## src/rtl/press_counter.sv

```systemverilog
// Packed-BCD press counter fed by a debounced button level, with synchronous clear.
// Define PRESS_COUNTER_LONG_CLEAR_EN to compile in the long-press (hold) clear.
module press_counter #(
  parameter int DIGITS      = 2,
  parameter int HOLD_CYCLES = 50_000_000
) (
  input  logic                  CLK,
  input  logic                  i_Rst_n,
  input  logic                  i_Button_State,
  input  logic                  i_Clear,
  output logic [4*DIGITS-1:0]   o_Count,
  output logic                  o_Press_Pulse,
  output logic                  o_Wrap,
  output logic                  o_Held
);

  localparam logic [1:0] IDLE    = 2'd0;
  localparam logic [1:0] PRESSED = 2'd1;
  localparam logic [1:0] HELD    = 2'd2;

  logic                btn_q;
  logic [1:0]          state_reg;
  logic [1:0]          state_next;
  logic [4*DIGITS-1:0] count_reg;
  logic [4*DIGITS-1:0] count_next;
  logic [4*DIGITS-1:0] count_inc;
  logic                press_pulse_reg;
  logic                press_pulse_next;
  logic                wrap_reg;
  logic                wrap_next;
  logic [DIGITS:0]     carry;
  logic                press_edge;
  logic                hold_hit;

  // Out-of-range parameters leave an empty marker block in the elaborated hierarchy.
  if (HOLD_CYCLES < 2 || DIGITS < 1 || DIGITS > 8) begin : g_bad_params
  end

  assign press_edge = i_Button_State & ~btn_q;

  // Ripple-carry BCD increment; carry[DIGITS] means every digit was 9.
  assign carry[0] = 1'b1;
  for (genvar gi = 0; gi < DIGITS; gi++) begin : g_bcd
    logic [3:0] digit;
    logic       at_nine;
    assign digit   = count_reg[4*gi +: 4];
    assign at_nine = (digit == 4'd9);
    assign count_inc[4*gi +: 4] = !carry[gi] ? digit
                                : (at_nine ? 4'd0 : digit + 4'd1);
    assign carry[gi+1] = carry[gi] & at_nine;
  end

`ifdef PRESS_COUNTER_LONG_CLEAR_EN
  localparam int HOLD_W = (HOLD_CYCLES > 1) ? $clog2(HOLD_CYCLES) : 1;

  logic [HOLD_W-1:0] hold_cnt_reg;

  assign hold_hit = (state_reg == PRESSED) && i_Button_State &&
                    (hold_cnt_reg == HOLD_W'(HOLD_CYCLES - 1));

  always_ff @(posedge CLK or negedge i_Rst_n) begin
    if (!i_Rst_n) begin
      hold_cnt_reg <= '0;
    end else if (press_edge) begin
      hold_cnt_reg <= '0;
    end else if (state_reg == PRESSED) begin
      hold_cnt_reg <= hold_cnt_reg + HOLD_W'(1);
    end
  end

  assign o_Held = (state_reg == HELD);
`else
  assign hold_hit = 1'b0;
  assign o_Held   = 1'b0;
`endif

  always_comb begin
    state_next = state_reg;
    case (state_reg)
      IDLE:    if (press_edge) state_next = PRESSED;
      PRESSED: begin
        if (!i_Button_State) state_next = IDLE;
        else if (hold_hit)   state_next = HELD;
      end
      HELD:    if (!i_Button_State) state_next = IDLE;
      default: state_next = IDLE;
    endcase
  end

  // Clear beats long-press clear beats increment; the FSM advances regardless.
  always_comb begin
    count_next       = count_reg;
    press_pulse_next = 1'b0;
    wrap_next        = 1'b0;
    if (i_Clear) begin
      count_next = '0;
    end else if (hold_hit) begin
      count_next = '0;
    end else if (press_edge) begin
      count_next       = count_inc;
      press_pulse_next = 1'b1;
      wrap_next        = carry[DIGITS];
    end
  end

  // btn_q resets high so a button held through reset is not counted.
  always_ff @(posedge CLK or negedge i_Rst_n) begin
    if (!i_Rst_n) begin
      btn_q           <= 1'b1;
      state_reg       <= IDLE;
      count_reg       <= '0;
      press_pulse_reg <= 1'b0;
      wrap_reg        <= 1'b0;
    end else begin
      btn_q           <= i_Button_State;
      state_reg       <= state_next;
      count_reg       <= count_next;
      press_pulse_reg <= press_pulse_next;
      wrap_reg        <= wrap_next;
    end
  end

  assign o_Count       = count_reg;
  assign o_Press_Pulse = press_pulse_reg;
  assign o_Wrap        = wrap_reg;

endmodule

```

## config.mk

```make
export PLATFORM = sky130hd
export DESIGN_NAME = press_counter
export DESIGN_NICKNAME = d
export VERILOG_FILES = /design/src/rtl/press_counter.sv
export SDC_FILE = /design/constraint.sdc
export NUM_CORES = 1
export LEC_CHECK = 0
export BUFFER_PORTS_ARGS = -buffer_cell sky130_fd_sc_hd__buf_2
export CAP_MARGIN = 20
export CELL_PAD_IN_SITES_DETAIL_PLACEMENT = 1
export CELL_PAD_IN_SITES_GLOBAL_PLACEMENT = 1
export CORE_MARGIN = 3
export CORE_UTILIZATION = 37
export DETAILED_ROUTE_END_ITERATION = 10
export PLACE_DENSITY = 0.72
export SYNTH_ARGS = -nofsm -noshare
export SYNTH_HDL_FRONTEND = slang
export SYNTH_SLANG_ARGS = --single-unit
```

## constraint.sdc

```tcl
create_clock -name CLK -period 1.94 [get_ports CLK]
set_input_delay 0.097 -clock CLK [delete_from_list [all_inputs] [get_ports CLK]]
set_output_delay 0.097 -clock CLK [all_outputs]
set_load 0.01 [all_outputs]
```

After elaboration in Yosys (flattened, before gate mapping)
Cells that the tools add are included.
Widths: inputs -> output; s select.
- eq/ne operators: 2
- $add $sub $neg: 2
- multiplexer cells: 9
- bitwise gates (word level): 3
- reductions and logical operators: 3
- operators by type and width (cell ; number):
    $mux 8 ; 2
    $mux 4 ; 3
    $add 4x1->4 const B ; 2
    $eq 4x4->1 const B ; 2
    $mux 1 ; 4
    $reduce_bool 2->1 ; 2
    $and 1x1->1 ; 2
    $reduce_and 2->1 ; 1
    $not 1->1 ; 1
- output and inout bits: 11
- flip-flop bits (word level): 11
- logic and storage cells: 24

Logic depth before layout (Yosys ltp)
Gate-level depths: netlist of the first run.
- depth in word-level cells: 5
- mapped depth: 5

Worst setup path after synthesis of the first run
OpenSTA, ideal clock, no wires.
- kind: reg-to-reg
- from: reg count_reg[1] (netlist: o_Count[1])
- to: reg count_reg[7] (netlist: o_Count[7])
- path buffers: 0
- required time: 1.858 ns
- slack: 0.417 ns
- cell stages (with the launch flop): 6
- data arrival time: 1.441 ns
- setup time: 0.082 ns
- path through: dfrtp_1 > inv_1 > ha_1 > nand3b_4 > or4_1 > a31oi_1
- word-level cells in the longest chain between the ends: 3
- RTL lines (what ; RTL line ; text):
    start: declaration ; 24 ; logic [4*DIGITS-1:0] count_reg;
    start signal: assignment ; 117 ; count_reg <= count_next;
    $eq 4x4->1 ; 47 ; assign at_nine = (digit == 4'd9);
    $reduce_bool 2->1 (no line) ; n/a ;
    $reduce_and 2->1 (no line) ; n/a ;
Every way passes these cells.
A chain may end at the register's enable or synchronous reset.

Worst setup path after layout of the first run
Ends and elaborated chain as after synthesis.

==> results of run 1 <==
[flip-flops by register name (all words and copies together), names as in the netlist]
| register | count |
|---|---|
| o_Wrap | 1 |
| o_Count | 8 |
| o_Press_Pulse | 1 |
| btn_q | 1 |
[per-layer routing]
metal  wire [um]  GRT usage [%]  part of all wire (%)  vias to the layer above
met2         686           26.4                    50                        8
met4           9           8.52                  0.66                        0
met5           0              0                     0                        -
met3          55           4.69                   4.0                        2
li1            -              -                     -                      247
met1         622           20.2                    45                      258
[cell usage after synthesis (2+ instances only)]
library cell,count
dfrtp_1,10
nand3_1,3
nor2_1,3
a31oi_1,2
ha_1,4
nand4b_1,2
or4_1,2
a21oi_1,6
inv_1,4
nand2_1,3
o31ai_1,2
o21ai_0,3
[power by group]
part / total [mW] / internal (mW) / switching, mW
sequential: 0.239 / 0.234 / 0.00455
clock: 0.166 / 0.0764 / 0.0891
combinational: 0.0384 / 0.0148 / 0.0236
total: 0.443 / 0.326 / 0.117
[per-stage QoR]
step,instances,utilization [%],setup WS [ns]
3_3_place_gp,85,47.4,0.385
3_5_place_dp,85,47.4,0.361
2_1_floorplan,60,-,0.417
4_1_cts,91,50.8,0.330
6_report,91,50.8,0.342
5_1_grt,91,50.8,0.227
[path summary, 6_finish.rpt]
check | start | depth (start not counted) | endpoint | slack (ns)
worst max-delay path | o_Count[1] | 5 | o_Count[7] | 0.34
worst min-delay path | i_Clear | 2 | o_Count[2] | 0.12
worst max register to register | o_Count[1] | 5 | o_Count[7] | 0.34
worst min register to register | o_Count[1] | 2 | o_Count[1] | 0.60
max in group asynchronous | i_Rst_n | 2 | btn_q | 1.46
min in group asynchronous | i_Rst_n | 2 | o_Count[3] | 0.21
[worst reg2reg max path: stages (launching register included)]
cell and delay [ns]:
dfrtp_1 0.43, inv_1 0.07, ha_1 0.20, nand3b_4 0.13, or4_1 0.52, a31oi_1 0.17
[what timing repair did]
action	in CTS	in global routing
hold buffers	2	0
setup endpoints to repair	0	0
endpoints found under the hold margin	12	0
buffers inserted	0	0
[area by class of cell]
type / count / area (sq um)
clock inverters: 1 / 5.00
clock buffers: 3 / 22.5
multi-input cells: 42 / 295
flip-flops and latches: 11 / 277
repair buffers: 15 / 85.1
inverters: 4 / 15.0
well taps: 15 / 18.8
fillers: 167 / 697
[kinds of logic after synthesis]
group,count (synthesis),share of synthesized area (%)
AND/OR/NAND/NOR,23,26.6
AO/OA/AOI/OAI,13,12.0
flip-flops,11,45.9
buffers and inverters,7,5.19
adder cells (fa/ha/maj),4,8.30
XOR/XNOR,1,1.45
other,1,0.622
==> results.md, run 1 <==
- Die height: between 40 and 50 um
- Status: finished, final reports clean
- Fin Setup TNS: 0 ns
- Synthesized area: 603 sq um
- GR Util All Layers: roughly 17%
- Detailed-route DRC error count: 0
- Vias: 515
- First-pass GRT wire length: between 2000 and 2500 um
- CP startpoint kind: flop
- Post-Route WL: 1370 um
- Placement Cell Area: approximately 670 sq um
- Root buf cell: clkbuf_4
- Synthesized net count: 68
- # nets final: 85
- Fin area: 718 sq um
- Area Growth Syn to Fin: 19.1%
- Cells along the critical path: inv_1 -> ha_1 -> nand3b_4 -> or4_1 -> a31oi_1
- Setup violators final: 0
- CORE AREA: ~0.0014 sq mm
- Crit Path Class: reg2reg
- FF+latch count, synth: 11
- Post-route ant nets: 0
- Drt wl/cell: around 15 um
- Worst-skew pair later-pin latency: around 0.28 ns
- Ys async rst share: 100%
- Crit-path max FO: 7
- Post-route minimum period: about 1.6 ns
- RSZ-0062 raised after global routing: false
- Class of the worst hold path: in2reg
- Power Total: about 0.44 mW
- Mapped Avg Cell Area: between 10 and 15 sq um
- Row cnt: 13
- # diodes: 0
- Clock Skews: approximately 0.0036 ns
- CTS tree: built
- Final hold violation count: 0
- Slew Viols, Final: 0
- Commonest non-fill, non-tap cells in the layout: buf_2 (13), dfrtp_1 (10), a21oi_1 (6)
- DP HPWL: between 900 and 1000 um
- Die W: roughly 46 um
- Fmax achieved: between 0.6 and 0.7 GHz
- CP endpoint kind: flop
- Die footprint: approximately 0.0022 sq mm
- Clk slew on worst S/H paths: 0.08 ns
- Layout cell share with drive strength beyond 1: around 29%
- Cts repair resizes: 0
- Lkg Pwr: approximately 0.36 nW
- Iteration-0 DRC Markers: 15
- Slowest-stage cell, CP: or4_1
- Power Dens Cells: 617 mW/mm^2
- Synth area leaders: dfrtp_1 (41%), ha_1 (8.3%), a21oi_1 (5.0%), dfstp_2 (4.4%), nand3b_4 (3.3%)
- WP buf/inv: 1
- Total iterations of the first detailed-routing run: 3
- Gate Count Post-Synth: 60
- Drt via density: 5.66
- I/O pins: 15
- GPL Wtd Cong: 0.751
- CTS Buf Count: 3
- # port buffers: 13
- Maximum vdd drop: around 0.29 mV
- Syn. warnings: 0
- Vias in the first global route: between 500 and 600
- Initial antenna violation count: 0
- Yosys cell types: 28
- Max-Cap Viols: 0
- Final hold slack: roughly 0.12 ns
- Sink Count: 11
- Final period utilization: just over 80%
- Arrival time worst endpoint: between 1.5 and 2 ns
- Largest net degree at the start of global routing: 14
- Crit-path leading delay family: simple AND/OR/NAND/NOR gates
- CTS H-tree depth: 1
- Dominant cell type by area after synthesis: dfrtp_1
- Post-synth EDFFs: 0
- Ys flop type: dfrtp_1
- Initial core utilization: a little over two fifths
- Most common cell after layout, fill and taps aside: buf_2
- Max incr delay on CP: around 0.52 ns
- Post-synthesis sequential area ratio: roughly 46%
- Top cell type's share of synthesized area: about two fifths
- Overflow after GRT: 0
- CTS Buffer Depth: 2
- Worst EP required: between 2 and 2.5 ns
No activity file was read; power rests on OpenSTA's default activity.
==> inputs of run 2 (changes only) <==
- clock period: 1.94 -> 1.6 ns (I/O delays scaled with it)
==> results.md, run 2 (synthesis results as in run 1) <==
- Largest net degree at the start of global routing: 14
- Crit-path max FO: 5
- Clock Skews: roughly 0.00050 ns
- RR Endpoint: o_Count[2]
- FF-to-FF Start: o_Count[0]
- Lkg Pwr: roughly 0.37 nW
- CTS tree: built
- Die height: ~46 um
- CTS Buffer Depth: 2
- # nets final: between 80 and 90
- GR Util All Layers: approximately 17%
- Final period utilization: 95.1%
- Die W: 46.4 um
- Hold path depth: 2
- R2R Setup Slk: between 0.07 and 0.08 ns
- Iteration-0 DRC Markers: 5
- Hold path start: i_Clear
- Post-route minimum period: between 1.5 and 2 ns
- Root buf cell: clkbuf_4
- # diodes: 0
- Cts repair resizes: 0
- Status: finished, final reports clean
- Detailed-route DRC error count: 0
- Vias in the first global route: about 530
- CTS H-tree depth: 1
- Overflow after GRT: 0
- Post-CTS Setup Repair Bufs: 0
- Max-Cap Viols: 0
- Worst reg-to-reg path cell count: 4
- Crit Path Class: reg2reg
- Initial core utilization: between 40% and 50%
- Row cnt: 13
- Sink Count: 11
- Worst-skew pair later-pin latency: between 0.2 and 0.3 ns
- Final hold slack: 0.104 ns
- Worst hold endpoint: o_Count[6]
- CP endpoint kind: flop
- Slew Viols, Final: 0
- CP startpoint kind: flop
- Total iterations of the first detailed-routing run: 4
- Die footprint: 0.00215 sq mm
- CTS Buf Count: 3
- First-pass GRT wire length: 2440 um
- Area Growth Syn to Fin: 22.6%
- CORE AREA: 0.00142 sq mm
- Post-route ant nets: 0
- RSZ-0062 raised after global routing: false
- I/O pins: 15
- Clk slew on worst S/H paths: roughly 0.060 ns
- Most common cell after layout, fill and taps aside: buf_2
- # port buffers: 13
- Power Dens Cells: a little over 700 mW/mm^2
- Setup violators final: 0
- Class of the worst hold path: in2reg
- Layout cell share with drive strength beyond 1: a little under a third
- Commonest non-fill, non-tap cells in the layout: buf_2 (13), dfrtp_1 (10), a21oi_1 (6)
- Drt via density: between 5 and 6
- Vias: between 500 and 600
- Drt wl/cell: between 10 and 15 um
- Post-Route WL: approximately 1400 um
- Max reg flops: 8
- Arrival time worst endpoint: between 1.5 and 2 ns
- Fmax achieved: approximately 0.66 GHz
- Final hold violation count: 0
- Fin Setup TNS: 0 ns
- Worst EP required: approximately 1.8 ns
- Initial antenna violation count: 0
- Maximum vdd drop: ~0.43 mV
- GPL Wtd Cong: between 0.7 and 0.8
## run 2: cell type report
type	instances	area, sq um
Tap cell	15	18.8
Multi-Input combinational cell	42	295
Clock buffer	4	26.3
Sequential cell	11	277
Fill cell	175	676
Inverter	4	15.0
Timing Repair Buffer	18	108
## run 2: where the power goes
group	switching, mW	internal [mW]	total [mW]
clock network	0.0917	0.0968	0.188
logic	0.0322	0.0217	0.0539
registers	0.00300	0.284	0.287
## run 2: worst max-delay path by stage
stage                from          to  cells after the start  slack, ns
6_report       o_Count[0]  o_Count[2]                      4       0.08
5_1_grt        o_Count[0]  o_Count[2]                      4       0.03
4_1_cts        o_Count[0]  o_Count[2]                      4       0.08
3_5_place_dp   o_Count[0]  o_Count[2]                      4       0.08
3_3_place_gp   o_Count[0]  o_Count[2]                      4       0.14
2_1_floorplan  o_Count[1]  o_Count[7]                      5       0.08
## run 2: worst max-delay path: stages (launching register included)
cell and delay (ns):
dfrtp_1 0.39, ha_1 0.25, and3b_2 0.26, or4_1 0.41, a21oi_1 0.13
## run 2: timing repair
action                                 4_1_cts  5_1_grt
endpoints found under the hold margin       12        0
setup endpoints to repair                    0        0
hold buffers                                 2        0
## run 2: through the flow
stage,setup WS [ns],area [sq um],cells,power (mW),utilization [%]
floorplan,0.0772,603,60,0.321,-
global placement,0.137,693,88,0.342,49.0
detailed placement,0.0792,693,88,0.344,49.0
CTS,0.0760,739,94,0.544,52.3
global route,0.0293,739,94,0.568,52.3
finish,0.0790,739,94,0.530,52.3
## run 2: metal layers
layer | track usage, % | wire [um]
met3 | 7.03 | 71
met4 | 8.52 | 29
met5 | 0 | 0
met2 | 26.1 | 713
met1 | 19.6 | 594
==> inputs of run 3 (changes only) <==
- GPL_ROUTABILITY_DRIVEN: not set -> 1
- RECOVER_POWER: not set -> 50
- SLEW_MARGIN: not set -> 5
==> results.md, run 3 (synthesis results as in run 1) <==
- Clk slew on worst S/H paths: 0.06 ns
- Post-route ant nets: 0
- Hold path depth: 2
- Lkg Pwr: between 0.3 and 0.4 nW
- CP endpoint kind: flop
- CP Depth: 4
- # nets final: 88
- Final hold violation count: 0
- Fin area: roughly 730 sq um
- Final period utilization: 95.1%
- Fmax achieved: 0.657 GHz
- Arrival time worst endpoint: roughly 1.7 ns
- Clock Skews: ~0.00033 ns
- CP startpoint kind: flop
- Worst reg-to-reg path cell count: 4
- CTS tree: built
- Drt wl/cell: roughly 15 um
- Drt via density: ~5.6
- Slew @ Worst Pin: between 0.6 and 0.7 ns
- Row cnt: 13
- First-pass GRT wire length: 2440 um
- CORE AREA: 0.00142 sq mm
- Post-route minimum period: about 1.5 ns
- Commonest non-fill, non-tap cells in the layout: dfrtp_1 (10), buf_2 (8), a21oi_1 (6), clkbuf_1 (6)
- Slew Viols, Final: 0
- Most common cell after layout, fill and taps aside: dfrtp_1
- Max incr delay on CP: just over 0.4 ns
- # port buffers: 13
- Total iterations of the first detailed-routing run: 4
- I/O pins: 15
- Worst EP required: between 1.5 and 2 ns
- Worst hold endpoint: o_Count[6]
- Initial core utilization: 42.6%
- Area Growth Syn to Fin: 21.6%
- CTS Buffer Depth: 2
- Power Dens Cells: around 720 mW/mm^2
- Max-Cap Viols: 0
- Crit Path Class: reg2reg
- CTS H-tree depth: 1
- Power Total: 0.529 mW
- Crit-path leading delay family: simple AND/OR/NAND/NOR gates
- Die height: around 46 um
- RSZ-0062 raised after global routing: false
- CTS Buf Count: 3
- Status: finished, final reports clean
- Hold path start: i_Clear
- Iteration-0 DRC Markers: 5
- Maximum vdd drop: ~0.42 mV
- Die footprint: 0.00215 sq mm
- Vias: ~520
- # diodes: 0
- Die W: approximately 46 um
- Setup violators final: 0
- Slew HR: between 50% and 60%
- GR Util All Layers: approximately 17%
- FF-to-FF Start: o_Count[0]
- Fin Setup TNS: 0 ns
- Initial antenna violation count: 0
- Placement Cell Area: between 600 and 700 sq um
- Detailed-route DRC error count: 0
- Post-Route WL: ~1400 um
- Max reg flops: 8
- RR Endpoint: o_Count[2]
- Worst-skew pair later-pin latency: around 0.27 ns
- Overflow after GRT: 0
- Slowest-stage cell, CP: or4_1
- Sink Count: 11
- WP buf/inv: 0
- Class of the worst hold path: in2reg
- GPL Wtd Cong: 0.775
- Root buf cell: clkbuf_4
- Layout cell share with drive strength beyond 1: 24.1%
- R2R Setup Slk: about 0.079 ns
- Vias in the first global route: 531
- Crit-path max FO: 5
- Post-CTS Setup Repair Bufs: 0
- Fillers: 179
- Cells along the critical path: ha_1 -> and3b_2 -> or4_1 -> a21oi_1
- Largest net degree at the start of global routing: 14
-- run 3: cell types whose count changed in the layout (fill, tap and decap cells not counted) --
| cell | delta |
|---|---|
| buf_2 | -5 |
| clkbuf_1 | +5 |
-- run 3: layout make-up --
| class | count | area [sq um] | share of cell area [%] |
|---|---|---|---|
| repair buffers | 18 | 101 | 13.8 |
| inverters | 4 | 15.0 | 2.05 |
| clock buffers | 4 | 26.3 | 3.58 |
| well taps | 15 | 18.8 | 2.56 |
| flip-flops and latches | 11 | 277 | 37.7 |
| multi-input cells | 42 | 295 | 40.3 |
-- run 3: how the worst max path moves through the flow --
stage               start          to  slack (ns)
2_1_floorplan  o_Count[1]  o_Count[7]        0.08
3_3_place_gp   o_Count[0]  o_Count[2]        0.14
3_5_place_dp   o_Count[0]  o_Count[2]        0.08
4_1_cts        o_Count[0]  o_Count[2]        0.08
5_1_grt        o_Count[0]  o_Count[2]        0.03
6_report       o_Count[0]  o_Count[2]        0.08
-- run 3: layer usage --
metal	part of all wire [%]	global-route usage, %
met3	5.2	7.03
met1	42	19.6
met4	2.1	8.52
met2	51	26.1
met5	0	0
-- run 3: stage by stage --
step           std cells  utilization, %  hold slack (ns)  setup slack, ns
2_1_floorplan         60               -           -0.216           0.0772
3_3_place_gp          88            49.0          -0.0356            0.137
3_5_place_dp          88            49.0          -0.0337           0.0792
4_1_cts               94            52.3            0.104           0.0760
5_1_grt               94            51.8            0.101           0.0293
6_report              94            51.8            0.104           0.0786
-- run 3: repair_timing --
action                                 4_1_cts  5_1_grt
endpoints found under the hold margin       12        0
gates resized for setup                      0        0
hold buffers                                 2        0
-- run 3: report_power, final --
group	switching (mW)	internal, mW
registers	0.00302	0.284
logic	0.0323	0.0206
clock network	0.0919	0.0968
-- run 3: worst reg2reg max path, stage by stage, from the launching register on --
cell and delay (ns):
dfrtp_1 0.39, ha_1 0.25, and3b_2 0.26, or4_1 0.41
a21oi_1 0.13
